`config.mk`:
```
export PLATFORM = sky130hd
export DESIGN_NAME = pht_update_scheduler
export DESIGN_NICKNAME = d
export VERILOG_FILES = /design/src/rtl/pht_update_scheduler.sv
export SDC_FILE = /design/constraint.sdc
export NUM_CORES = 1
export LEC_CHECK = 0
export CORE_ASPECT_RATIO = 2
export CORE_MARGIN = 3
export CORE_UTILIZATION = 25
export CTS_BUF_LIST = sky130_fd_sc_hd__clkbuf_16
export DETAILED_ROUTE_END_ITERATION = 12
export PLACE_DENSITY = 0.53
export SYNTH_ARGS = -nofsm -noshare
export SYNTH_HDL_FRONTEND = slang
export SYNTH_SLANG_ARGS = --single-unit
```
`constraint.sdc`:
```
create_clock -name clk_i -period 3.35 [get_ports clk_i]
set_clock_uncertainty 0.2 [all_clocks]
set_input_delay 0.67 -clock clk_i [delete_from_list [all_inputs] [get_ports clk_i]]
set_output_delay 0.67 -clock clk_i [all_outputs]
set_load 0.005 [all_outputs]
```
`src/rtl/pht_update_scheduler.sv`:
```
// Port owner for one pattern-history counter table: reset sweep,
// pending-update FIFO, and lookup vs. read-modify-write arbitration.
module pht_update_scheduler #(
    parameter int         ENTRIES      = 1024,
    parameter int         INDEX_WIDTH  = 10,
    parameter int         QUEUE_DEPTH  = 4,
    parameter int         STARVE_LIMIT = 4,
    parameter logic [1:0] INIT_STATE   = 2'b01
) (
    input  logic                   clk_i,
    input  logic                   rst_ni,
    input  logic                   en_i,
    input  logic                   upd_valid_i,
    output logic                   upd_ready_o,
    input  logic [INDEX_WIDTH-1:0] upd_index_i,
    input  logic                   upd_taken_i,
    input  logic                   lkp_valid_i,
    input  logic [INDEX_WIDTH-1:0] lkp_index_i,
    output logic                   lkp_gnt_o,
    output logic                   lkp_rvalid_o,
    output logic [1:0]             lkp_state_o,
    output logic                   lkp_taken_o,
    output logic                   tbl_en_o,
    output logic                   tbl_we_o,
    output logic [INDEX_WIDTH-1:0] tbl_addr_o,
    output logic [1:0]             tbl_wdata_o,
    input  logic [1:0]             tbl_rdata_i,
    output logic                   init_busy_o
);

    localparam int QW = $clog2(QUEUE_DEPTH);
    localparam int SW = $clog2(STARVE_LIMIT + 1);
    localparam logic [INDEX_WIDTH-1:0] LAST = INDEX_WIDTH'(ENTRIES - 1);
    localparam logic [SW-1:0] LIMIT = SW'(STARVE_LIMIT);
    localparam logic [QW:0] DEPTH = (QW + 1)'(QUEUE_DEPTH);

    typedef enum logic [1:0] {INIT, IDLE, WR} state_t;

    state_t                 state;
    logic [INDEX_WIDTH-1:0] ptr;
    logic [SW-1:0]          starve;
    logic                   rvalid;

    logic [INDEX_WIDTH-1:0] q_index [QUEUE_DEPTH];
    logic                   q_taken [QUEUE_DEPTH];
    logic [QW-1:0]          head;
    logic [QW-1:0]          tail;
    logic [QW:0]            count;

    logic                   nonempty;
    logic                   full;
    logic                   forced;
    logic                   upd_rd;
    logic                   gnt;
    logic                   push;
    logic                   pop;
    logic [INDEX_WIDTH-1:0] head_index;
    logic                   head_taken;
    logic [1:0]             next_ctr;

    assign nonempty   = count != '0;
    assign full       = count == DEPTH;
    assign head_index = q_index[head];
    assign head_taken = q_taken[head];
    assign forced     = nonempty && starve == LIMIT;
    assign upd_rd     = state == IDLE && en_i && nonempty
                        && (forced || !lkp_valid_i);
    assign gnt        = state == IDLE && en_i && lkp_valid_i && !forced;
    assign pop        = state == WR;

    // Full blocks acceptance even when the head pops this cycle.
    assign upd_ready_o = !full && state != INIT && en_i;
    assign push        = upd_valid_i && upd_ready_o;

    assign lkp_gnt_o    = gnt;
    assign lkp_rvalid_o = rvalid;
    assign lkp_state_o  = rvalid ? tbl_rdata_i : 2'b00;
    assign lkp_taken_o  = lkp_state_o[1];
    assign init_busy_o  = state == INIT;

    // Saturating 2-bit counter step from the value read for the head entry.
    always_comb begin
        next_ctr = tbl_rdata_i;
        if (head_taken) begin
            if (tbl_rdata_i != 2'b11) next_ctr = tbl_rdata_i + 2'b01;
        end else begin
            if (tbl_rdata_i != 2'b00) next_ctr = tbl_rdata_i - 2'b01;
        end
    end

    // Table port mux; the sweep is held off while reset is asserted.
    always_comb begin
        tbl_en_o    = 1'b0;
        tbl_we_o    = 1'b0;
        tbl_addr_o  = head_index;
        tbl_wdata_o = next_ctr;
        unique case (state)
            INIT: begin
                tbl_en_o    = rst_ni;
                tbl_we_o    = rst_ni;
                tbl_addr_o  = ptr;
                tbl_wdata_o = INIT_STATE;
            end
            IDLE: begin
                tbl_en_o   = upd_rd || gnt;
                tbl_addr_o = gnt ? lkp_index_i : head_index;
            end
            WR: begin
                tbl_en_o = 1'b1;
                tbl_we_o = 1'b1;
            end
            default: ;
        endcase
    end

    // Sweep / idle / write-back sequencing, starvation count, read-valid.
    always_ff @(posedge clk_i or negedge rst_ni) begin
        if (!rst_ni) begin
            state  <= INIT;
            ptr    <= '0;
            starve <= '0;
            rvalid <= 1'b0;
        end else begin
            rvalid <= gnt;
            unique case (state)
                INIT: begin
                    ptr <= ptr + 1'b1;
                    if (ptr == LAST) state <= IDLE;
                end
                IDLE: if (upd_rd) state <= WR;
                WR:   state <= IDLE;
                default: state <= INIT;
            endcase
            if (upd_rd) starve <= '0;
            else if (gnt && nonempty) starve <= starve + 1'b1;
            else if (!nonempty) starve <= '0;
        end
    end

    // FIFO pointers and occupancy.
    always_ff @(posedge clk_i or negedge rst_ni) begin
        if (!rst_ni) begin
            head  <= '0;
            tail  <= '0;
            count <= '0;
        end else begin
            if (push) tail <= tail + 1'b1;
            if (pop) head <= head + 1'b1;
            unique case ({push, pop})
                2'b10:   count <= count + 1'b1;
                2'b01:   count <= count - 1'b1;
                default: ;
            endcase
        end
    end

    // FIFO storage needs no reset; occupancy guards every read.
    always_ff @(posedge clk_i) begin
        if (push) begin
            q_index[tail] <= upd_index_i;
            q_taken[tail] <= upd_taken_i;
        end
    end

endmodule

```
==> reports/metrics.cfg <==
[finish]
area_delta_synth_final_pct = 34.2
nets = 317
final_area_um2 = 4130
fin_cells = 430
fin_util_pct = 34.7
drive_gt1_share_pct = 16.8
n_antenna_cell = 0

[clock_tree]
clock_path_buffers = 2
clock_latency_ns = 0.32
ctsHoldBuffers = 0
cts-htree-levels = 3
cts_tree = done
numCtsBuffers = 9
cts_root_buf = clkbuf_16
clock-sinks = 67
clkTransAtPathRegs_ns = 0.06

[critical_path]
critical_path_arrival_ns = 2.41
crit_path_start = lkp_valid_i
worstReg2RegStart = state[1]$_DFFE_PN0P_
endpoint_kind = output pin
crit_path_end = tbl_addr_o[0]
path_max_fanout = 7
ff2ff_setup_slack_ns = 1.04
critical_path_required_ns = 2.48
timing.rr.end = count[2]$_DFFE_PN0P_
crit_type = primary input to output pin
r2r_cells = 9
worst_setup_path_start_kind = primary input

[sta]
setup_violations = 0
setup_slack_ns = 0.0662
slew_headroom_pct = 67.9
hold_viol_final = 0
rsz0062_at_grt = false
hold_slack_ns = 0.332
min_period_over_period_pct = 98.0
fin_crit_ns = 3.28
slew_violations = 0
max_freq_mhz = 305
worst_pin_slew_ns = 0.478

[floorplanning]
die_h_um = 163
rows = 56
initial_core_util_pct = 25.8
io_pins = 49
die_w_um = 84.4
die_area_um2 = 13800
fp.coreArea_um2 = 11900

[placed_design]
place_area_um2 = 3820
dp_cells = 414
dp_hpwl_um = 5250
pre_cts_ws_ns = -0.104
port_buffers = 48
gp_congestion = 0.819

[global_route]
grt_pass1_vias = 2111
grt_pass1_wl_um = 10900
antenna_found_initial = 0
track_usage_pct = 10.5
grt_max_degree = 24
grt_overflow_total = 0

[yosys]
synth.distinct_cells = 41
synth_top_cell_area_share_pct = 42.9
synthFlopType = edfxtp_1
synth.area.top_cells = edfxtp_1 (43%), dfrtp_1 (19%), mux4_2 (7.3%), ha_1 (3.3%), a32oi_1 (2.8%)
netlist_area_um2 = 3080
synth_top_area_cell = edfxtp_1
avgSynthCellArea_um2 = 14.4
syn_nets = 251
synth_cells = 214
ys_seq_elements = 67
async_flop_share_pct = 34.3
ys_seq_area_share_pct = 61.7
synth-warning-count = 0
synth-edff-count = 44

[worst_hold_path]
hold_class = register to register
hp-start = starve[0]$_DFFE_PN0P_

[route]
num_vias = 1967
post_drt_wl_per_cell_um = 15.6
wl_um = 6720
drt.antenna.violating_nets = 0
dr.pass1.iters = 4
drc = 0
drt-initial-drc-count = 64
viasPerCell = 4.57

[power]
peakVddDrop_mv = 0.438
p_leak_nw = 1.58
p_per_area_nw_per_um2 = 765

[status]
status = finished, final reports clean

[run]
cap_violations = 0

## power by group
group | total, W | internal [W] | leakage, nW | switching, W
clock network | 0.000927 | 0.000580 | 0.144 | 0.000347
logic | 0.00106 | 0.000594 | 0.746 | 0.000461
registers | 0.00118 | 0.00102 | 0.687 | 0.000155
total | 0.00316 | 0.00219 | 1.58 | 0.000963
## cells by family after synthesis
| logic type | after synthesis | synth area share [%] |
|---|---|---|
| adder cells (fa/ha/maj) | 10 | 4.27 |
| XOR/XNOR | 15 | 4.27 |
| AO/OA/AOI/OAI | 34 | 8.26 |
| buffers and inverters | 29 | 4.11 |
| AND/OR/NAND/NOR | 45 | 8.21 |
| flip-flops | 67 | 61.7 |
| multiplexers | 14 | 9.23 |
## Yosys cell counts, types with 2 or more instances
master,count
xor2_1,7
buf_2,5
o21ai_0,12
o22ai_1,2
nor3_1,2
and3_1,3
ha_1,8
nand3_1,2
inv_1,21
and2_1,7
edfxtp_1,44
mux2_2,2
mux4_2,10
nand3b_1,2
nor2_1,8
dfrtp_1,23
a21oi_1,3
buf_4,3
nand4_1,4
xnor2_1,8
nand2_1,9
a32oi_1,10
## registers in the layout (all words and copies together) (netlist names)
register	count
ptr	10
q_index	40
state	2
tail	2
lkp_rvalid_o	1
head	2
q_taken	4
starve	3
count	3
## worst max-delay path: stages
cell	delay, ns
clkdlybuf4s50_1	0.49
and4b_2	0.38
buf_6	0.15
a32oi_1	0.10
o21ai_0	0.08
clkdlybuf4s50_1	0.53
## worst min path at each step
stage	end	slack (ns)	cells past startpoint
after detailed placement	starve[0]$_DFFE_PN0P_	0.33	1
after floorplan	count[0]$_DFFE_PN0P_	0.17	0
after global routing	ptr[9]$_DFFE_PN0N_	0.35	1
after CTS	starve[0]$_DFFE_PN0P_	0.33	1
after global placement	ptr[2]$_DFFE_PN0N_	0.32	1
final	starve[0]$_DFFE_PN0P_	0.33	1
## through the flow
| stage | power, W | setup TNS, ns |
|---|---|---|
| 6_report | 0.00316 | 0 |
| 3_3_place_gp | 0.00226 | -0.370 |
| 4_1_cts | 0.00322 | 0 |
| 3_5_place_dp | 0.00227 | -0.558 |
| 5_1_grt | 0.00336 | 0 |
| 2_1_floorplan | 0.00177 | 0 |
## per-layer routing
layer  global-route usage (%)  share of wire, %  wire length (um)
met1                     10.2                34              2300
met4                     5.40               2.3               157
met5                        0                 0                 0
met3                     2.99               4.3               290
met2                     19.6                59              3970
## layout make-up
class	count	area, um2
Tap cell	145	181
Timing Repair Buffer	63	614
Inverter	21	78.8
Sequential cell	67	1900
Fill cell	1195	7780
Multi-Input combinational cell	118	1050
Clock buffer	9	225
Clock inverter	7	76.3
## placed cells by master, fill, tap and decap left out, types with 3 or more instances in the layout
master / count
a21oi_1: 3
a32oi_1: 10
and2_1: 7
and3_1: 3
buf_4: 13
clkbuf_16: 9
clkdlybuf4s50_1: 46
dfrtp_1: 23
edfxtp_1: 44
ha_1: 8
inv_1: 21
mux4_2: 10
nand2_1: 9
nand4_1: 4
nor2_1: 8
o21ai_0: 12
xnor2_1: 8
xor2_1: 7
## what timing repair did
item	4_1_cts	5_1_grt
resized for setup	1	3
pin swaps	0	1
setup buffers	0	0
setup endpoints to repair	7	6
Note: power is estimated with default switching activity, not from simulation.
==> RTL edit (same flow settings) <==
Set the parameter `QUEUE_DEPTH` to 2 (it was 4).
--- a/src/rtl/pht_update_scheduler.sv
+++ b/src/rtl/pht_update_scheduler.sv
@@ -3,7 +3,7 @@
 module pht_update_scheduler #(
     parameter int         ENTRIES      = 1024,
     parameter int         INDEX_WIDTH  = 10,
-    parameter int         QUEUE_DEPTH  = 4,
+    parameter int         QUEUE_DEPTH  = 2,
     parameter int         STARVE_LIMIT = 4,
     parameter logic [1:0] INIT_STATE   = 2'b01
 ) (
Function: same outputs for any inputs over 10 cycles, from zero or initial values and one cycle with rst_ni low; that may be too few to reach the edited logic, so the function may still have changed.
==> RTL edit against the original RTL <==
Sequential power decreased by 32%; sequential share of layout area fell by 4.8 points; fmax up 1.2%; total power decreased by 35%; final area is 32% lower; setup slack improved by 0.040 ns; area after synthesis fell by 32%; wire length down 26%; sequential cell count fell by 25; largest cell class unchanged; largest power group is now combinational cells.
==> RTL edit: results (changes against the original RTL) <==
metric	value	unit	change
top_regs	q_index: 20 flops, ptr: 10 flops, starve: 3 flops		
clk_pin_slew_worst_paths	0.06	ns	about the same
grt_pass1_vias	1607		-24%
numCtsBuffers	5		-4
yosys.cell_types.count	39		-4.9%
cp.arrival	2.37	ns	-0.04 ns
nFillCells	829		-31%
ys_seq_area_share	55.4	%	-6.2 points
synthXorXnorAreaFrac	5.85	%	+1.6 points
synth.top_cells.by_area	edfxtp_1 32%, dfrtp_1 24%, mux2_2 5.9%		
viasPerCell	4.65		+1.6%
dp_slack	0.112	ns	+0.216 ns
drt_iter0_drc	45		-30%
ys_ff_latch	42		-37%
grt_max_degree	21		-13%
ir_drop	0.000230	V	-48%
grt_pass1_wl	7.85	mm	-28%
synth_edf_count	22		-50%
worstSkewPairLatency	0.28	ns	-0.04 ns
synthFlopType	edfxtp_1		
worst_pin_slew	0.610	ns	+0.132 ns
core_area	8060	µm²	-32%
insertedDiodeCount	0		unchanged
outcome	finished clean		
place_hpwl	3.83	mm	-27%
synthTopCellsByCount	22 x edfxtp_1, 20 x dfrtp_1, 11 x mux2_2		
num_vias	1450		-26%
grt_usage	10.9	%	+0.39 points
synth_cells	161		-25%
post-cts-setup-buffer-count	0		unchanged
syn-num-nets	193		-23%
worstHoldPathType	register to register		
p_leak	1.06	nW	-32%
postCtsResizedCells	0		-1
cts_buffer_depth	2		unchanged
antenna_found_initial	0		unchanged
layout.nets	248		-22%
yosys_warnings	0		unchanged
htree_levels	2		-1
synth-compound-area-share	9.98	%	+1.7 points
drive_gt1_share	15.3	%	-1.6 points
dp.cells	305		-26%
wl_per_cell	16.0	µm	+2.7%
async_reset_ff_share	47.6	%	+13 points
synth.area.mux_share	6.39	%	-2.8 points
crit_path_max_fanout	10		+3
place.gp.congestion	0.794		-3.1%
synth_fa_ha_area_share	3.35	%	-0.92 points
==> RTL edit: routing by layer <==
metal	GRT usage [%]	share of wire (%)	vias to the layer above
met2	22.1	60	26
met3	1.86	3.3	7
li1	-	-	697
met4	6.28	2.7	0
met5	0	0	-
met1	9.34	34	720
==> RTL edit: cells by family after synthesis <==
group                      after synthesis
xor gates and xnor gates                14
buffers and inverters                   17
DFF                                     42
and+or+nand+nor                         49
AOI/OAI and AO/OA                       21
adders and majority gates                6
muxes                                   12
==> RTL edit: worst paths after layout <==
| kind | start | end | slack, ns | cells past startpoint |
|---|---|---|---|---|
| max | en_i | tbl_addr_o[0] | 0.11 | 5 |
| min | tail$_DFFE_PN0P_ | tail$_DFFE_PN0P_ | 0.31 | 1 |
| max reg2reg | state[1]$_DFFE_PN0P_ | q_index[1][8]$_DFFE_PP_ | 1.18 | 4 |
| min reg2reg | tail$_DFFE_PN0P_ | tail$_DFFE_PN0P_ | 0.31 | 1 |
| max in group asynchronous | rst_ni | ptr[0]$_DFFE_PN0P_ | 2.16 | 2 |
| min in group asynchronous | rst_ni | starve[0]$_DFFE_PN0P_ | 0.56 | 2 |
==> RTL edit: worst max-delay path, stage by stage <==
cell             delay (ns)
clkdlybuf4s50_1        0.42
buf_4                  0.16
a41oi_4                0.35
a221o_1                0.25
clkdlybuf4s50_1        0.51
==> RTL edit: area by class of cell <==
class	instances	area [µm²]	share of cell area [%]
flip-flops and latches	42	1160	41.2
multi-input cells	102	832	29.5
repair buffers	55	533	18.9
clock buffers	5	125	4.43
well taps	96	120	4.26
inverters	10	40.0	1.42
clock inverters	2	10.0	0.355
==> RTL edit: metrics by stage <==
step                total power [mW]  cell area (µm²)
floorplan                       1.28             2090
global placement                1.62             2690
detailed placement              1.63             2690
CTS                             2.10             2820
global route                    2.19             2820
finish                          2.06             2820
==> RTL edit: power breakdown <==
part / internal [mW] / switching (mW)
clock network: 0.269 / 0.184
registers: 0.653 / 0.144
logic: 0.476 / 0.329
